**config.mk**
```make
export PLATFORM = sky130hd
export DESIGN_NAME = x86_encoder
export DESIGN_NICKNAME = d
export VERILOG_FILES = /design/src/rtl/x86_encoder.sv
export SDC_FILE = /design/constraint.sdc
export NUM_CORES = 1
export LEC_CHECK = 0
export CAP_MARGIN = 20
export CORE_AREA = 3 3 102 104
export DETAILED_ROUTE_END_ITERATION = 7
export DIE_AREA = 0 0 105 107
export PLACE_DENSITY_LB_ADDON = 0.12
export RECOVER_POWER = 100
export SLEW_MARGIN = 10
export SYNTH_ARGS = -nofsm -noshare
export SYNTH_HDL_FRONTEND = slang
export SYNTH_SLANG_ARGS = --single-unit
```
**constraint.sdc**
```tcl
create_clock -name i_clk -period 2.94 [get_ports i_clk]
set_input_delay 0.294 -clock i_clk [delete_from_list [all_inputs] [get_ports i_clk]]
set_output_delay 0.294 -clock i_clk [all_outputs]
set_load 0.1 [all_outputs]
```
**src/rtl/x86_encoder.sv**
```systemverilog
// x86_encoder: packs one-byte-opcode + ModRM [+ SIB] [+ displacement]
// instructions into a little-endian stream of 32-bit words, one byte per cycle.
//
// state | meaning
// IDLE  | ready for a new instruction record; may start a flush of a partial word
// EMIT  | appending pending instruction bytes into the accumulator
// FLUSH | presenting a padded partial word until downstream accepts it
module x86_encoder #(
    parameter logic [7:0] PAD_BYTE = 8'h90
) (
    input  logic        i_clk,
    input  logic        i_reset,
    input  logic        i_instr_valid,
    output logic        o_instr_ready,
    input  logic [7:0]  i_opcode,
    input  logic [1:0]  i_mod,
    input  logic [2:0]  i_reg,
    input  logic [2:0]  i_rm,
    input  logic [7:0]  i_sib,
    input  logic [31:0] i_disp,
    input  logic        i_flush,
    output logic [31:0] o_word,
    output logic        o_word_valid,
    input  logic        i_word_ready,
    output logic [2:0]  o_word_bytes,
    output logic [3:0]  o_instr_len
);

    typedef enum logic [1:0] {IDLE, EMIT, FLUSH} state_t;

    state_t      r_state;
    state_t      w_next;
    logic [31:0] r_acc;
    logic [2:0]  r_cnt;
    logic [55:0] r_pend;
    logic [2:0]  r_pend_cnt;
    logic [3:0]  r_instr_len;

    logic        w_sib_req;
    logic [2:0]  w_disp_len;
    logic [31:0] w_disp_bytes;
    logic [2:0]  w_len;
    logic [55:0] w_pend;
    logic        w_hs;
    logic        w_accept;
    logic        w_append;
    logic        w_clear;
    logic [1:0]  w_lane;

    // Instruction length and byte image decoded from the presented record
    always_comb begin
        w_sib_req  = (i_mod != 2'b11) && (i_rm == 3'b100);
        w_disp_len = 3'd0;
        if (i_mod == 2'b01)
            w_disp_len = 3'd1;
        else if (i_mod == 2'b10)
            w_disp_len = 3'd4;
        else if (i_mod == 2'b00 &&
                 (i_rm == 3'b101 || (i_rm == 3'b100 && i_sib[2:0] == 3'b101)))
            w_disp_len = 3'd4;
        w_disp_bytes = 32'd0;
        if (w_disp_len == 3'd4)
            w_disp_bytes = i_disp;
        else if (w_disp_len == 3'd1)
            w_disp_bytes = {24'd0, i_disp[7:0]};
        w_len  = 3'd2 + {2'b00, w_sib_req} + w_disp_len;
        w_pend = w_sib_req ? {w_disp_bytes, i_sib, i_mod, i_reg, i_rm, i_opcode}
                           : {8'd0, w_disp_bytes, i_mod, i_reg, i_rm, i_opcode};
    end

    assign o_word_valid  = (r_cnt == 3'd4) || (r_state == FLUSH);
    assign w_hs          = o_word_valid && i_word_ready;
    assign o_instr_ready = (r_state == IDLE) && !i_reset;
    assign o_word_bytes  = r_cnt;
    assign o_instr_len   = r_instr_len;
    assign w_lane        = w_hs ? 2'd0 : r_cnt[1:0];

    // Output word: accumulator, with unused lanes padded while flushing
    always_comb begin
        o_word = r_acc;
        if (r_state == FLUSH) begin
            for (int i = 0; i < 4; i++) begin
                if (3'(i) >= r_cnt)
                    o_word[8*i +: 8] = PAD_BYTE;
            end
        end
    end

    // State register
    always_ff @(posedge i_clk) begin
        if (i_reset)
            r_state <= IDLE;
        else
            r_state <= w_next;
    end

    // Next-state and datapath control
    always_comb begin
        w_next   = r_state;
        w_accept = 1'b0;
        w_append = 1'b0;
        w_clear  = 1'b0;
        case (r_state)
            IDLE: begin
                if (i_instr_valid) begin
                    w_accept = 1'b1;
                    w_next   = EMIT;
                end else if (i_flush && r_cnt != 3'd0 && r_cnt != 3'd4) begin
                    w_next = FLUSH;
                end
                // a full word left by the previous instruction drains here
                if (w_hs)
                    w_clear = 1'b1;
            end
            EMIT: begin
                if (r_cnt != 3'd4 || w_hs) begin
                    w_append = 1'b1;
                    if (r_pend_cnt == 3'd1)
                        w_next = IDLE;
                end
            end
            FLUSH: begin
                if (w_hs) begin
                    w_clear = 1'b1;
                    w_next  = IDLE;
                end
            end
            default: w_next = IDLE;
        endcase
    end

    // Pending-byte shifter and word accumulator
    always_ff @(posedge i_clk) begin
        if (i_reset) begin
            r_acc       <= 32'd0;
            r_cnt       <= 3'd0;
            r_pend      <= 56'd0;
            r_pend_cnt  <= 3'd0;
            r_instr_len <= 4'd0;
        end else begin
            if (w_accept) begin
                r_pend      <= w_pend;
                r_pend_cnt  <= w_len;
                r_instr_len <= {1'b0, w_len};
            end
            if (w_append) begin
                if (w_hs)
                    r_acc <= {24'd0, r_pend[7:0]};
                else
                    r_acc[{r_cnt[1:0], 3'b000} +: 8] <= r_pend[7:0];
                r_cnt      <= {1'b0, w_lane} + 3'd1;
                r_pend     <= {8'd0, r_pend[55:8]};
                r_pend_cnt <= r_pend_cnt - 3'd1;
            end else if (w_clear) begin
                r_acc <= 32'd0;
                r_cnt <= 3'd0;
            end
        end
    end

endmodule

```
After elaboration in Yosys (flattened, before gate mapping)
Index checks and enable logic that the tools add are counted.
{"block": "word_totals", "output_inout_bits": 41, "regBits": 99, "word_cells": 88}
{"block": "op_classes", "n_lt_le_gt_ge": 4, "n_reduce_logical": 19, "shifts": 2, "eq_ne": 17, "add_sub_neg": 5, "muxes": 34}
{"cell": "32-bit 2-to-1 mux", "count": 5}
{"cell": "48-bit 2-to-1 mux", "count": 2}
{"cell": "56-bit 2-to-1 mux", "count": 1}
{"cell": "8-bit 2-to-1 mux", "count": 5}
{"cell": "32-bit bitwise mux", "count": 1}
{"cell": "8-bit by 7-bit variable shift with 32-bit output (first input constant)", "count": 1}
{"cell": "8-bit by 7-bit variable part select with 32-bit output", "count": 1}
{"cell": "3-bit 2-to-1 mux", "count": 7}
{"cell": "3-bit == test (second input constant)", "count": 5}
{"cell": "2-bit 2-to-1 mux", "count": 6}
{"cell": "2-bit != test (second input constant)", "count": 4}
{"cell": "1-bit logical AND", "count": 7}
{"cell": "5-bit negator with 7-bit output", "count": 1}
{"cell": "3-bit by 1-bit == test with 1-bit output (second input constant)", "count": 2}
{"cell": "1-bit by 3-bit greater-or-equal comparator with 1-bit output (first input constant)", "count": 2}
{"cell": "2-bit by 3-bit greater-or-equal comparator with 1-bit output (first input constant)", "count": 2}
{"cell": "1-bit 2-to-1 mux", "count": 6}
{"cell": "2-bit one-hot mux with 3 select lines", "count": 1}
{"cell": "2-bit by 1-bit == test with 1-bit output (second input constant)", "count": 2}
{"cell": "2-bit == test (second input constant)", "count": 2}
{"cell": "2-bit logical NOT", "count": 2}
{"cell": "4-bit AND reduction", "count": 1}
{"cell": "2-bit nonzero test", "count": 2}
{"cell": "2-bit OR reduction", "count": 2}
{"cell": "9 further kinds", "count": 11}

Logic depth before layout (Yosys ltp)
Gate-level depths: netlist (run 1).
{"block": "depth", "depth_word": 13, "ltp_mapped": 9, "depth_no_buf": 8}

Least setup slack after synthesis (run 1)
OpenSTA, ideal clock, no wires.
{"block": "synth_path", "path_type": "reg-to-output", "start": "register r_cnt[0], in the netlist o_word_bytes[0]", "end": "output o_word[0]", "path_slack_ps": -470, "stages_incl_launch_ff": 6, "arrival_time_ps": 3116, "path_cell_list": "dfxtp_1 inv_1 ha_1 buf_2 o21ai_0 and2_1"}
{"block": "synth_via", "elab_chain_cells": 3}
{"item": "start: declaration", "line_no": "34", "rtl": "logic [2:0] r_cnt;"}
{"item": "start signal: assignment", "line_no": "151", "rtl": "r_cnt <= {1'b0, w_lane} + 3'd1;"}
{"item": "1-bit by 3-bit greater-or-equal comparator with 1-bit output", "line_no": "83", "rtl": "if (3'(i) >= r_cnt)"}
{"item": "8-bit 2-to-1 mux", "line_no": "83"}
{"item": "32-bit 2-to-1 mux", "line_no": "81", "rtl": "if (r_state == FLUSH) begin"}
{"item": "end: declaration", "line_no": "22", "rtl": "output logic [31:0] o_word,"}
No other way between the ends.

Worst setup path after layout (run 1)
Same ends and word-level chain as after synthesis.

==> impl_results.md, run 1 <==
- Most used cell along the critical path: buf_4
- Register area share after synthesis: around two fifths
- Clk Latency, worst-skew pair: about 360 ps
- Critical path capture point type: primary output
- First-pass GRT wire length: 21050 µm
- Depth of the worst register-to-register path: 7
- Worst-path clk slew: roughly 100 ps
- # diodes: 0
- Largest net degree at the start of global routing: 55
- Post-synthesis cell type count: 53
- Drt wl/cell: 17.48 µm
- Core area: 0.009639 mm²
- Nets@finish: approximately 680
- Die Area: 0.01124 mm²
- Gate power share: 18.9%
- Critical path class: flip-flop to primary output
- Post-layout worst setup margin: 235.4 ps
- Initial antenna violation count: 0
- Clock Path Buffers: 2
- Flop pwr share: 50.8%
- Initial drt markers: 296
- DRC: 0
- CTS Buf Count: 9
- Dominant synthesized flop cell: dfxtp_1
- Critical Path AT: 2410 ps
- GP Congestion: 0.7963
- Slew headroom: 21.99%
- Worst hold start: r_pend_cnt[1]$_SDFFE_PP0P_
- Hold Crit Class: flip-flop to flip-flop
- Initial Util: between 50% and 60%
- Hold endpoint: r_pend_cnt[1]$_SDFFE_PP0P_
- PwrDens: 479.4 mW/mm²
- Fin. max-slew vios: 0
- EDFF count, synth: 0
- Status: complete, no violations
- Root Buffer: clkbuf_8
- Worst Hold Path Cells: 2
- Grt ovf: 0
- Post-synthesis register bit count: 99
- Int Pwr: 1934 µW
- R2r endpoint: r_acc[0]$_SDFFE_PP0P_
- Count of final hold-check violations: 0
- Leakage: 0.002267 µW
- Max frequency: 369.7 MHz
- Hold-fix buffers, CTS: 0
- Highest net fanout along the worst path: 11
- Internal reg-to-reg setup slack: 300 ps
- Inst Count DP: 733
- Post-synthesis average cell area: approximately 9.2 µm²
- Die Width: 105 µm
- CTS tree: built
- Pre-CTS setup slack: roughly 530 ps
- Final Cycle Share: 91.99%
- Crit-path max cell delay: 440 ps
- Worst setup SP type: flip-flop
- Worst path required time: 2650 ps
- Die Height: between 100 and 150 µm
- Non-filler cells, final: 749
- Htree depth: 3
- Area Growth Syn to Fin: 21.37%
- Setup bufs post-CTS: 0
- Setup Viol. Count Final: 0
- Count leader, synth: dfxtp_1
- Yosys top cell area share: between 40% and 50%
- P_sw: 908.0 µW
- Cell count after synthesis: 529
- IO Count: 102
- PortBufs: 100
- Post-route ant nets: 0
- Max-cap violations: 0
- Via density: just over 6
- DP HPWL: 9420 µm
- Commonest cells post-synth: dfxtp_1 (99), nor2_1 (55), a22oi_1 (40)
- Clock power frac: between 30% and 40%
- Unrepaired setup endpoints after global routing: no
- Fin Clk Skew: 12.46 ps
- Cts repair resizes: 0
- Netlist Area Pre-Place: 0.004883 mm²
- DR pass1 iterations: 7
- Worst vdd ir: 0.2415 mV
- Crit Reg-Reg Startpoint: o_word_bytes[0]$_SDFFE_PP0P_
- Via count: 4521
- Placed Area: 0.005987 mm²
- Worst-Margin Slew: 1175 ps
- Area contributors post-synth: dfxtp_1 (41%), a22oi_1 (6.1%), a31oi_1 (4.2%), nor2_1 (4.2%), a222oi_1 (3.3%)
- Final instance area: around 0.0059 mm²
- Net Sw Frac: 31.95%
- Min Tclk post-route: 2705 ps
- Post-Syn Nets: ~600
- Cell Chain, Critical Path: inv_1, ha_1, buf_4, o21ai_0, buf_4, and2_1, clkbuf_4
- Rows: 36
- Worst path slowest cell: dfxtp_2
- Largest area contributor in the netlist: dfxtp_1
- Async set-reset flop share out of synthesis: 0%
- Vias in the first global route: around 4400
- Warning count from the yosys run: 0
- GRT Total Usage: 22.72%
- Wire length after detailed routing: 13090 µm
- Share of cells above drive strength 1: around 16%
- Clock sinks: 99
[routing by layer]
| metal | GRT usage, % | part of all wire [%] | vias up |
|---|---|---|---|
| met5 | 0 | 0 | - |
| met4 | 6.842 | 1.5 | 0 |
| met3 | 4.154 | 5.7 | 16 |
| met2 | 40.47 | 50 | 164 |
| met1 | 27.94 | 43 | 2158 |
| li1 | - | - | 2183 |
[cell families after synthesis]
kind of cell / Yosys count / synth area share (%)
other: 1 / 0.07679
muxes: 2 / 0.4612
DFF: 99 / 40.58
adders and majority gates: 9 / 2.306
AOI/OAI and AO/OA: 166 / 27.67
buffers and inverters: 51 / 5.304
and+or+nand+nor: 201 / 23.60
[stage by stage]
stage	setup TNS, ps	hold WS (ps)	utilization [%]	total power [µW]
after floorplan	-1142	431.9	-	1841
after global placement	0	438.8	62.11	2029
after detailed placement	0	450.1	62.11	2039
after CTS	0	464.6	64.11	2883
after global routing	0	492.0	61.49	2960
final	0	460.4	61.49	2842
[power by group through the flow]
stage	Clock, µW	Combinational (µW)	Sequential (µW)
after floorplan	0	352	1490
after global placement	0	556	1470
after detailed placement	0	566	1470
after CTS	872	567	1440
after global routing	931	577	1450
final	859	538	1440
[worst max-delay path: cells and delay by family (launching register included)]
family	cells	cell delay [ps]
AO/OA/AOI/OAI	1	280
adder cells (fa/ha/maj)	1	280
buffers and inverters	4	920
flip-flops	1	440
AND/OR/NAND/NOR	1	150
[cells in the final DEF, fill, tap and decap left out, drive strengths merged, types with 4 or more instances in the layout]
cell type and n:
a21oi 19, a222oi 16, a22o 8, a22oi 40, a311oi 4, a31oi 33, a32oi 10, and2 12
and3 25, buf 16, clkbuf 50, clkdlybuf4s50 58, dfxtp 99, ha 9, inv 10, nand2 10
nand2b 25, nand3 16, nand3b 20, nor2 57, nor2b 14, nor3 5, o21ai 6, o221ai 16
or2 6
[sequential cells by signal (all words and copies together) (netlist names)]
name,count
r_acc,32
r_state,2
o_word_bytes,3
r_pend_cnt,3
o_instr_len,3
r_pend,56
[how the worst max path moves through the flow]
stage | startpoint | end | slack (ps) | cells past startpoint
finish | o_word_bytes[0]$_SDFFE_PP0P_ | o_word[0] | 240 | 7
global route | o_word_bytes[0]$_SDFFE_PP0P_ | o_word[0] | 110 | 7
CTS | o_word_bytes[0]$_SDFFE_PP0P_ | o_word[0] | 310 | 7
detailed placement | i_instr_valid | r_pend[18]$_SDFFE_PP0P_ | 530 | 5
global placement | i_instr_valid | r_pend[21]$_SDFFE_PP0P_ | 590 | 5
floorplan | o_word_bytes[2]$_SDFFE_PP0P_ | o_word[10] | -110 | 3
[layout make-up]
class / instances / area, µm²
Clock buffer: 10 / 137.6
Clock inverter: 6 / 55.05
Fill cell: 912 / 3712
Inverter: 7 / 26.28
Multi-Input combinational cell: 379 / 2610
Sequential cell: 99 / 1984
Tap cell: 133 / 166.4
Timing Repair Buffer: 115 / 947.2
Note: power is estimated with default switching activity, not from simulation.
==> run 2: changes to the inputs <==
--- a/config.mk
+++ b/config.mk
@@ -6,9 +6,11 @@
 export NUM_CORES = 1
 export LEC_CHECK = 0
 export CAP_MARGIN = 20
-export CORE_AREA = 3 3 102 104
+export CELL_PAD_IN_SITES_DETAIL_PLACEMENT = 0
+export CELL_PAD_IN_SITES_GLOBAL_PLACEMENT = 1
+export CORE_AREA = 2 2 115 117
 export DETAILED_ROUTE_END_ITERATION = 7
-export DIE_AREA = 0 0 105 107
+export DIE_AREA = 0 0 117 119
 export PLACE_DENSITY_LB_ADDON = 0.12
 export RECOVER_POWER = 100
 export SLEW_MARGIN = 10
==> run 2 against run 1 <==
- fmax up 0.78%
- setup slack better by 21 ps
- combinational power increased by 2%
- critical path depth unchanged
- sequential share of layout area down 1.1 points
- register-to-register slack about the same
- critical endpoint is now o_word[1]
==> impl_results.md, run 2 (synthesized netlist as in run 1, its figures left out) <==
- Most used cell along the critical path: buf_4 (unchanged)
- R2r endpoint: r_acc[5]$_SDFFE_PP0P_ (was r_acc[0]$_SDFFE_PP0P_)
- Worst path required time: 2650 ps (about the same)
- Inst Count DP: 776 (was 733)
- Depth of the worst register-to-register path: 7 (unchanged)
- Setup bufs post-CTS: 0 (unchanged)
- Hold Crit Class: input port to flip-flop (was flip-flop to flip-flop)
- First-pass GRT wire length: 23070 µm (was 21050 µm)
- Cts repair resizes: 0 (unchanged)
- Crit-path max cell delay: 420 ps (was 440 ps)
- Post-Route Utilization: 47.53% (was 61.49%)
- Share of cells above drive strength 1: 15.72% (was 15.58%)
- Initial drt markers: 473 (was 296)
- Drt wl/cell: 17.77 µm (was 17.48 µm)
- Initial antenna violation count: 0 (unchanged)
- Critical Path AT: 2390 ps (was 2410 ps)
- Critical path class: flip-flop to primary output (unchanged)
- Largest register by flop count: r_pend (unchanged)
- PortBufs: 100 (unchanged)
- Cell Chain, Critical Path: inv_1, ha_1, buf_4, o21ai_0, buf_4, and2_2, clkbuf_4 (was inv_1, ha_1, buf_4, o21ai_0, buf_4, and2_1, clkbuf_4)
- GRT Total Usage: 20.86% (was 22.72%)
- Leakage: 0.002326 µW (was 0.002267 µW)
- Clock sinks: 99 (unchanged)
- Slew headroom: 20.90% (was 21.99%)
- Critical path capture point type: primary output (unchanged)
- Max-cap violations: 0 (unchanged)
- Count of final hold-check violations: 0 (unchanged)
- GP Congestion: 0.7934 (was 0.7963)
- Fin. max-slew vios: 0 (unchanged)
- Die Area: 0.01392 mm² (was 0.01124 mm²)
- Max FFs per register: 56 (unchanged)
- Wire length after detailed routing: 14090 µm (was 13090 µm)
- Non-filler cells, final: 793 (was 749)
- Vias in the first global route: 4400 (was 4355)
- CP Buf/Inv Count: 4 (unchanged)
- Post-layout worst setup margin: 256.3 ps (was 235.4 ps)
- Internal reg-to-reg setup slack: 310 ps (was 300 ps)
- # diodes: 0 (unchanged)
- Post-route ant nets: 0 (unchanged)
- IO Count: 102 (unchanged)
- CP Depth: 7 (unchanged)
- Area Growth Syn to Fin: 25.31% (was 21.37%)
- Crit path max-delay family: buffers and inverters (unchanged)
- FF/Latch Area: 0.001984 mm² (unchanged)
- Worst path slowest cell: dfxtp_2 (unchanged)
- Worst setup SP type: flip-flop (unchanged)
- Crit Reg-Reg Startpoint: o_word_bytes[0]$_SDFFE_PP0P_ (unchanged)
- DR pass1 iterations: 7 (unchanged)
- Final Cycle Share: 91.28% (was 91.99%)
- Highest net fanout along the worst path: 11 (unchanged)
- Worst hold start: i_reset (was r_pend_cnt[1]$_SDFFE_PP0P_)
- Via count: 4490 (was 4521)
- Largest net degree at the start of global routing: 120 (was 55)
- Htree depth: 3 (unchanged)
- Setup Viol. Count Final: 0 (unchanged)
- Die Height: 119 µm (was 107 µm)
- Min Tclk post-route: 2684 ps (was 2705 ps)
- DP HPWL: 9667 µm (was 9420 µm)
- Worst-path clk slew: 70 ps (was 100 ps)
- Max frequency: 372.6 MHz (was 369.7 MHz)
- Multi-input gate area: 0.002624 mm² (was 0.002610 mm²)
- Die Width: 117 µm (was 105 µm)
- PwrDens: 525.6 mW/mm² (was 479.4 mW/mm²)
- FILL cells: 1247 (was 912)
- Commonest cells after routing, fill and taps aside: dfxtp_1 (97), clkdlybuf4s50_1 (58), nor2_1 (55) (unchanged)
- CTS Buf Count: 9 (unchanged)
- Core area: 0.01287 mm² (was 0.009639 mm²)
- Critical Path Start: o_word_bytes[0]$_SDFFE_PP0P_ (unchanged)
- Grt ovf: 0 (unchanged)
- DRC: 0 (unchanged)
- Root Buffer: clkbuf_16 (was clkbuf_8)
- Worst-Margin Slew: 1192 ps (was 1175 ps)
- Clk Latency, worst-skew pair: 350 ps (was 360 ps)
- Setup TNS: 0 ps (unchanged)
- CTS tree: built (unchanged)
- Worst setup path endpoint: o_word[1] (was o_word[0])
- Unrepaired setup endpoints after global routing: no (unchanged)
- Final hold slack: 300.8 ps (was 460.4 ps)
- Initial Util: 37.93% (was 50.66%)
- Status: complete, no violations (unchanged)
- Biggest regs: r_pend: 56 flops, r_acc: 32 flops (unchanged)
- Clock Path Buffers: 2 (unchanged)
- Pre-CTS setup slack: 546.1 ps (was 532.8 ps)
- Worst vdd ir: 0.2864 mV (was 0.2415 mV)
- Rows: 42 (was 36)
- Via density: 5.662 (was 6.036)
- Commonest non-fill, non-tap cell in the layout: dfxtp_1 (unchanged)
- Nets@finish: 682 (was 681)
- Hold-fix buffers, CTS: 0 (unchanged)
- Fin Clk Skew: 8.992 ps (was 12.46 ps)
-- run 2: changes by cell type in the layout (fill, tap and decap cells not counted), sizes merged --
cell,change
buf,+3
clkbuf,-2
clkinv,-2
bufinv,+1
clkinvlp,+1
-- run 2: how the worst min path moves through the flow --
stage                                              end  slack [ps]  cells after the start
after floorplan             r_pend_cnt[1]$_SDFFE_PP0P_         430                      2
after global placement      r_pend_cnt[1]$_SDFFE_PP0P_         440                      2
after detailed placement    r_pend_cnt[1]$_SDFFE_PP0P_         450                      2
after CTS                   r_pend_cnt[1]$_SDFFE_PP0P_         460                      2
after global routing      o_word_bytes[2]$_SDFFE_PP0P_         300                      2
final                     o_word_bytes[1]$_SDFFE_PP0P_         300                      2
-- run 2: area by class of cell --
| type | instances | area share, % |
|---|---|---|
| well taps | 176 | 3.598 |
| repair buffers | 116 | 15.76 |
| clock inverters | 6 | 1.165 |
| inverters | 7 | 0.4294 |
| multi-input cells | 379 | 42.87 |
| clock buffers | 10 | 3.742 |
| flip-flops and latches | 99 | 32.43 |
-- run 2: worst register-to-register path, stage by stage (launching register included) --
cell and delay (ps):
dfxtp_2 370, inv_1 230, ha_1 260, buf_4 210, nand2_1 80, a21o_1 230, a2111oi_2 910, a22o_1 280
-- run 2: power by group --
group | leakage, µW | total [µW] | switching (µW) | internal (µW)
clock network | 0.000140 | 1220 | 551 | 670
logic | 0.00138 | 551 | 353 | 199
registers | 0.000805 | 1440 | 52.5 | 1390
-- run 2: layer usage --
metal  GRT usage [%]  up-vias  routed length (µm)
met1           26.60     2165                6182
met3           4.173       11                 646
met5               0        -                   0
li1                -     2182                   -
met4           5.515        0                 167
met2           35.66      132                7097
-- run 2: metrics by stage --
step	instance area (µm²)	total power [µW]
floorplan	4902	1841
global placement	6056	2046
detailed placement	6056	2053
CTS	6356	3268
global route	6120	3347
finish	6120	3216
==> run 3: changes to the inputs <==
--- a/config.mk
+++ b/config.mk
@@ -8,9 +8,9 @@
 export CAP_MARGIN = 20
 export CELL_PAD_IN_SITES_DETAIL_PLACEMENT = 0
 export CELL_PAD_IN_SITES_GLOBAL_PLACEMENT = 1
-export CORE_AREA = 2 2 115 117
+export CORE_AREA = 2 2 111 113
 export DETAILED_ROUTE_END_ITERATION = 7
-export DIE_AREA = 0 0 117 119
+export DIE_AREA = 0 0 113 115
 export PLACE_DENSITY_LB_ADDON = 0.12
 export RECOVER_POWER = 100
 export SLEW_MARGIN = 10
==> constraint.sdc (replaced) <==
create_clock -name i_clk -period 3.1 [get_ports i_clk]
set_input_delay 0.31 -clock i_clk [delete_from_list [all_inputs] [get_ports i_clk]]
set_output_delay 0.31 -clock i_clk [all_outputs]
set_load 0.1 [all_outputs]
==> run 3 against run 2 <==
- the run now ends with DRC, capacitance limit, slew limit left
- cell count is 3.9% lower
- wire length fell by 2.0%
- clock-buffer cell count shrank 1
- combinational power down 3.8%
- non-clock buffer count is 2 lower
- sequential share of layout area up 0.080 points
- first-iteration DRC count decreased by 14%
- register-to-register slack got worse by 30 ps
- sequential cell count unchanged
- highest routed layer unchanged
==> impl_results.md, run 3 (synthesized netlist as in run 1, its figures left out) <==
- Via density: 5.907 (was 5.662)
- Multi-input gate area: 0.002619 mm² (was 0.002624 mm²)
- Worst vdd ir: 0.2375 mV (was 0.2864 mV)
- Clk Latency, worst-skew pair: 360 ps (was 350 ps)
- Nets@finish: 680 (was 682)
- Initial drt markers: 408 (was 473)
- Final Cycle Share: 90.99%
- Commonest non-fill, non-tap cell in the layout: dfxtp_1 (unchanged)
- Clock Path Buffers: 2 (unchanged)
- CTS tree: built (unchanged)
- Critical path capture point type: flip-flop (was primary output)
- GRT Total Usage: 21.38% (was 20.86%)
- Largest register by flop count: r_pend (unchanged)
- Fin. max-slew vios: 37 (was 0)
- # diodes: 0 (unchanged)
- Failing checks: DRC, capacitance limit, slew limit
- Largest net degree at the start of global routing: 120 (unchanged)
- Leakage: 0.002302 µW (was 0.002326 µW)
- Htree depth: 3 (unchanged)
- Post-Route Utilization: 51.68% (was 47.53%)
- Critical Path AT: 3110 ps (was 2390 ps)
- Hold-fix buffers, CTS: 0 (unchanged)
- Max frequency: 354.5 MHz
- Max-cap violations: 1 (was 0)
- Die Area: 0.01300 mm² (was 0.01392 mm²)
- Vias in the first global route: 4241 (was 4400)
- Worst-Margin Slew: 1664 ps (was 1192 ps)
- Initial Util: 41.35% (was 37.93%)
- DP HPWL: 9463 µm (was 9667 µm)
- Worst setup SP type: flip-flop (unchanged)
- Worst path required time: 3390 ps (was 2650 ps)
- Critical path class: flip-flop to flip-flop (was flip-flop to primary output)
- Clock sinks: 99 (unchanged)
- Min Tclk post-route: 2821 ps
- Area Growth Syn to Fin: 25.01% (was 25.31%)
- Unrepaired setup endpoints after global routing: no (unchanged)
- Share of cells above drive strength 1: 12.68% (was 15.72%)
- Status: finished with violations (was complete, no violations)
- Fin Clk Skew: 9.096 ps (was 8.992 ps)
- Grt ovf: 0 (unchanged)
- Cts repair resizes: 0 (unchanged)
- Drt wl/cell: 18.12 µm (was 17.77 µm)
- Highest net fanout along the worst path: 19 (was 11)
- Worst-path clk slew: 70 ps (about the same)
- Hold Crit Class: input port to flip-flop (unchanged)
- PortBufs: 100 (unchanged)
- Setup Viol. Count Final: 0 (unchanged)
- GP Congestion: 0.8221 (was 0.7934)
- Max FFs per register: 56 (unchanged)
- CP Buf/Inv Count: 2 (was 4)
- Die Height: 115 µm (was 119 µm)
- DR pass1 iterations: 7 (unchanged)
- DRC: 7 (was 0)
- First-pass GRT wire length: 22070 µm (was 23070 µm)
- Core area: 0.01181 mm² (was 0.01287 mm²)
- Slew headroom: -10.92% (was 20.90%)
- CTS Buf Count: 9 (unchanged)
- Setup TNS: 0 ps (unchanged)
- Rows: 40 (was 42)
- Post-route ant nets: 0 (unchanged)
- Worst path slowest cell: nor2_1 (was dfxtp_2)
- Wire length after detailed routing: 13810 µm (was 14090 µm)
- FF/Latch Area: 0.001984 mm² (unchanged)
- Via count: 4501 (was 4490)
- Commonest cells after routing, fill and taps aside: dfxtp_1 (97), clkdlybuf4s50_1 (58), nor2_1 (56) (was dfxtp_1 (97), clkdlybuf4s50_1 (58), nor2_1 (55))
- Final hold slack: 414.9 ps (was 300.8 ps)
- Root Buffer: clkbuf_16 (unchanged)
- Setup bufs post-CTS: 0 (unchanged)
- Biggest regs: r_pend: 56 flops, r_acc: 32 flops (unchanged)
- PwrDens: 492.6 mW/mm² (was 525.6 mW/mm²)
- Initial antenna violation count: 0 (unchanged)
- Die Width: 113 µm (was 117 µm)
- Crit-path max cell delay: 1000 ps (was 420 ps)
- FILL cells: 1164 (was 1247)
- Count of final hold-check violations: 0 (unchanged)
- IO Count: 102 (unchanged)
- Crit path max-delay family: simple AND/OR/NAND/NOR gates (was buffers and inverters)
- Cell Chain, Critical Path: inv_1, ha_1, and3b_1, nor2_1, clkbuf_2, a32oi_1, a21oi_1 (was inv_1, ha_1, buf_4, o21ai_0, buf_4, and2_2, clkbuf_4)
## run 3: changes by cell type in the layout (fill, tap and decap cells not counted), sizes merged
cell | previous run | this run
buf | 19 | 17
bufinv | 1 | 0
clkbuf | 48 | 44
clkinv | 0 | 1
dlygate4sd3 | 1 | 4
inv | 10 | 11
## run 3: worst reg2reg max path, delay by kind of cell, from the launching register on
kind / cells / cell delay [ps]
fa+ha+maj: 1 / 340
buf+inv: 2 / 520
compound gates: 2 / 230
simple gates: 2 / 1260
flops: 1 / 410
## run 3: path summary, 6_finish.rpt
kind	slack, ps	endpoint	start	depth (start not counted)
setup / recovery	280	r_pend[21]$_SDFFE_PP0P_	o_word_bytes[0]$_SDFFE_PP0P_	7
setup reg to reg	280	r_pend[21]$_SDFFE_PP0P_	o_word_bytes[0]$_SDFFE_PP0P_	7
hold reg to reg	460	r_pend_cnt[1]$_SDFFE_PP0P_	r_pend_cnt[1]$_SDFFE_PP0P_	2
hold / removal	410	o_word_bytes[1]$_SDFFE_PP0P_	i_reset	2
## run 3: power breakdown
group          total, µW  switching (µW)  internal, µW
clock network       1110             545           566
logic                530             337           193
registers           1370            46.8          1320
## run 3: metal layers
metal,GRT usage (%),vias to the layer above,wire (µm)
met3,2.952,17,699
met5,0,-,0
li1,-,2190,-
met1,27.60,2160,6011
met2,36.13,134,6818
met4,8.943,0,280
## run 3: cell type report
cell class              instances  share of cell area (%)
clock buffers                   9                   3.689
clock inverters                 7                   1.127
inverters                       7                  0.4304
multi-input cells             379                   42.90
flip-flops and latches         99                   32.51
well taps                     147                   3.013
repair buffers                114                   16.34
## run 3: through the flow
step                power, µW  instances  worst slack, ps  instance area [µm²]
finish                   3007        762            279.2                 6105
detailed placement       1944        745            623.9                 5951
floorplan                1745        529            30.47                 4891
global placement         1938        745            702.4                 5951
global route             3130        762            67.11                 6105
CTS                      3051        761            229.6                 6245
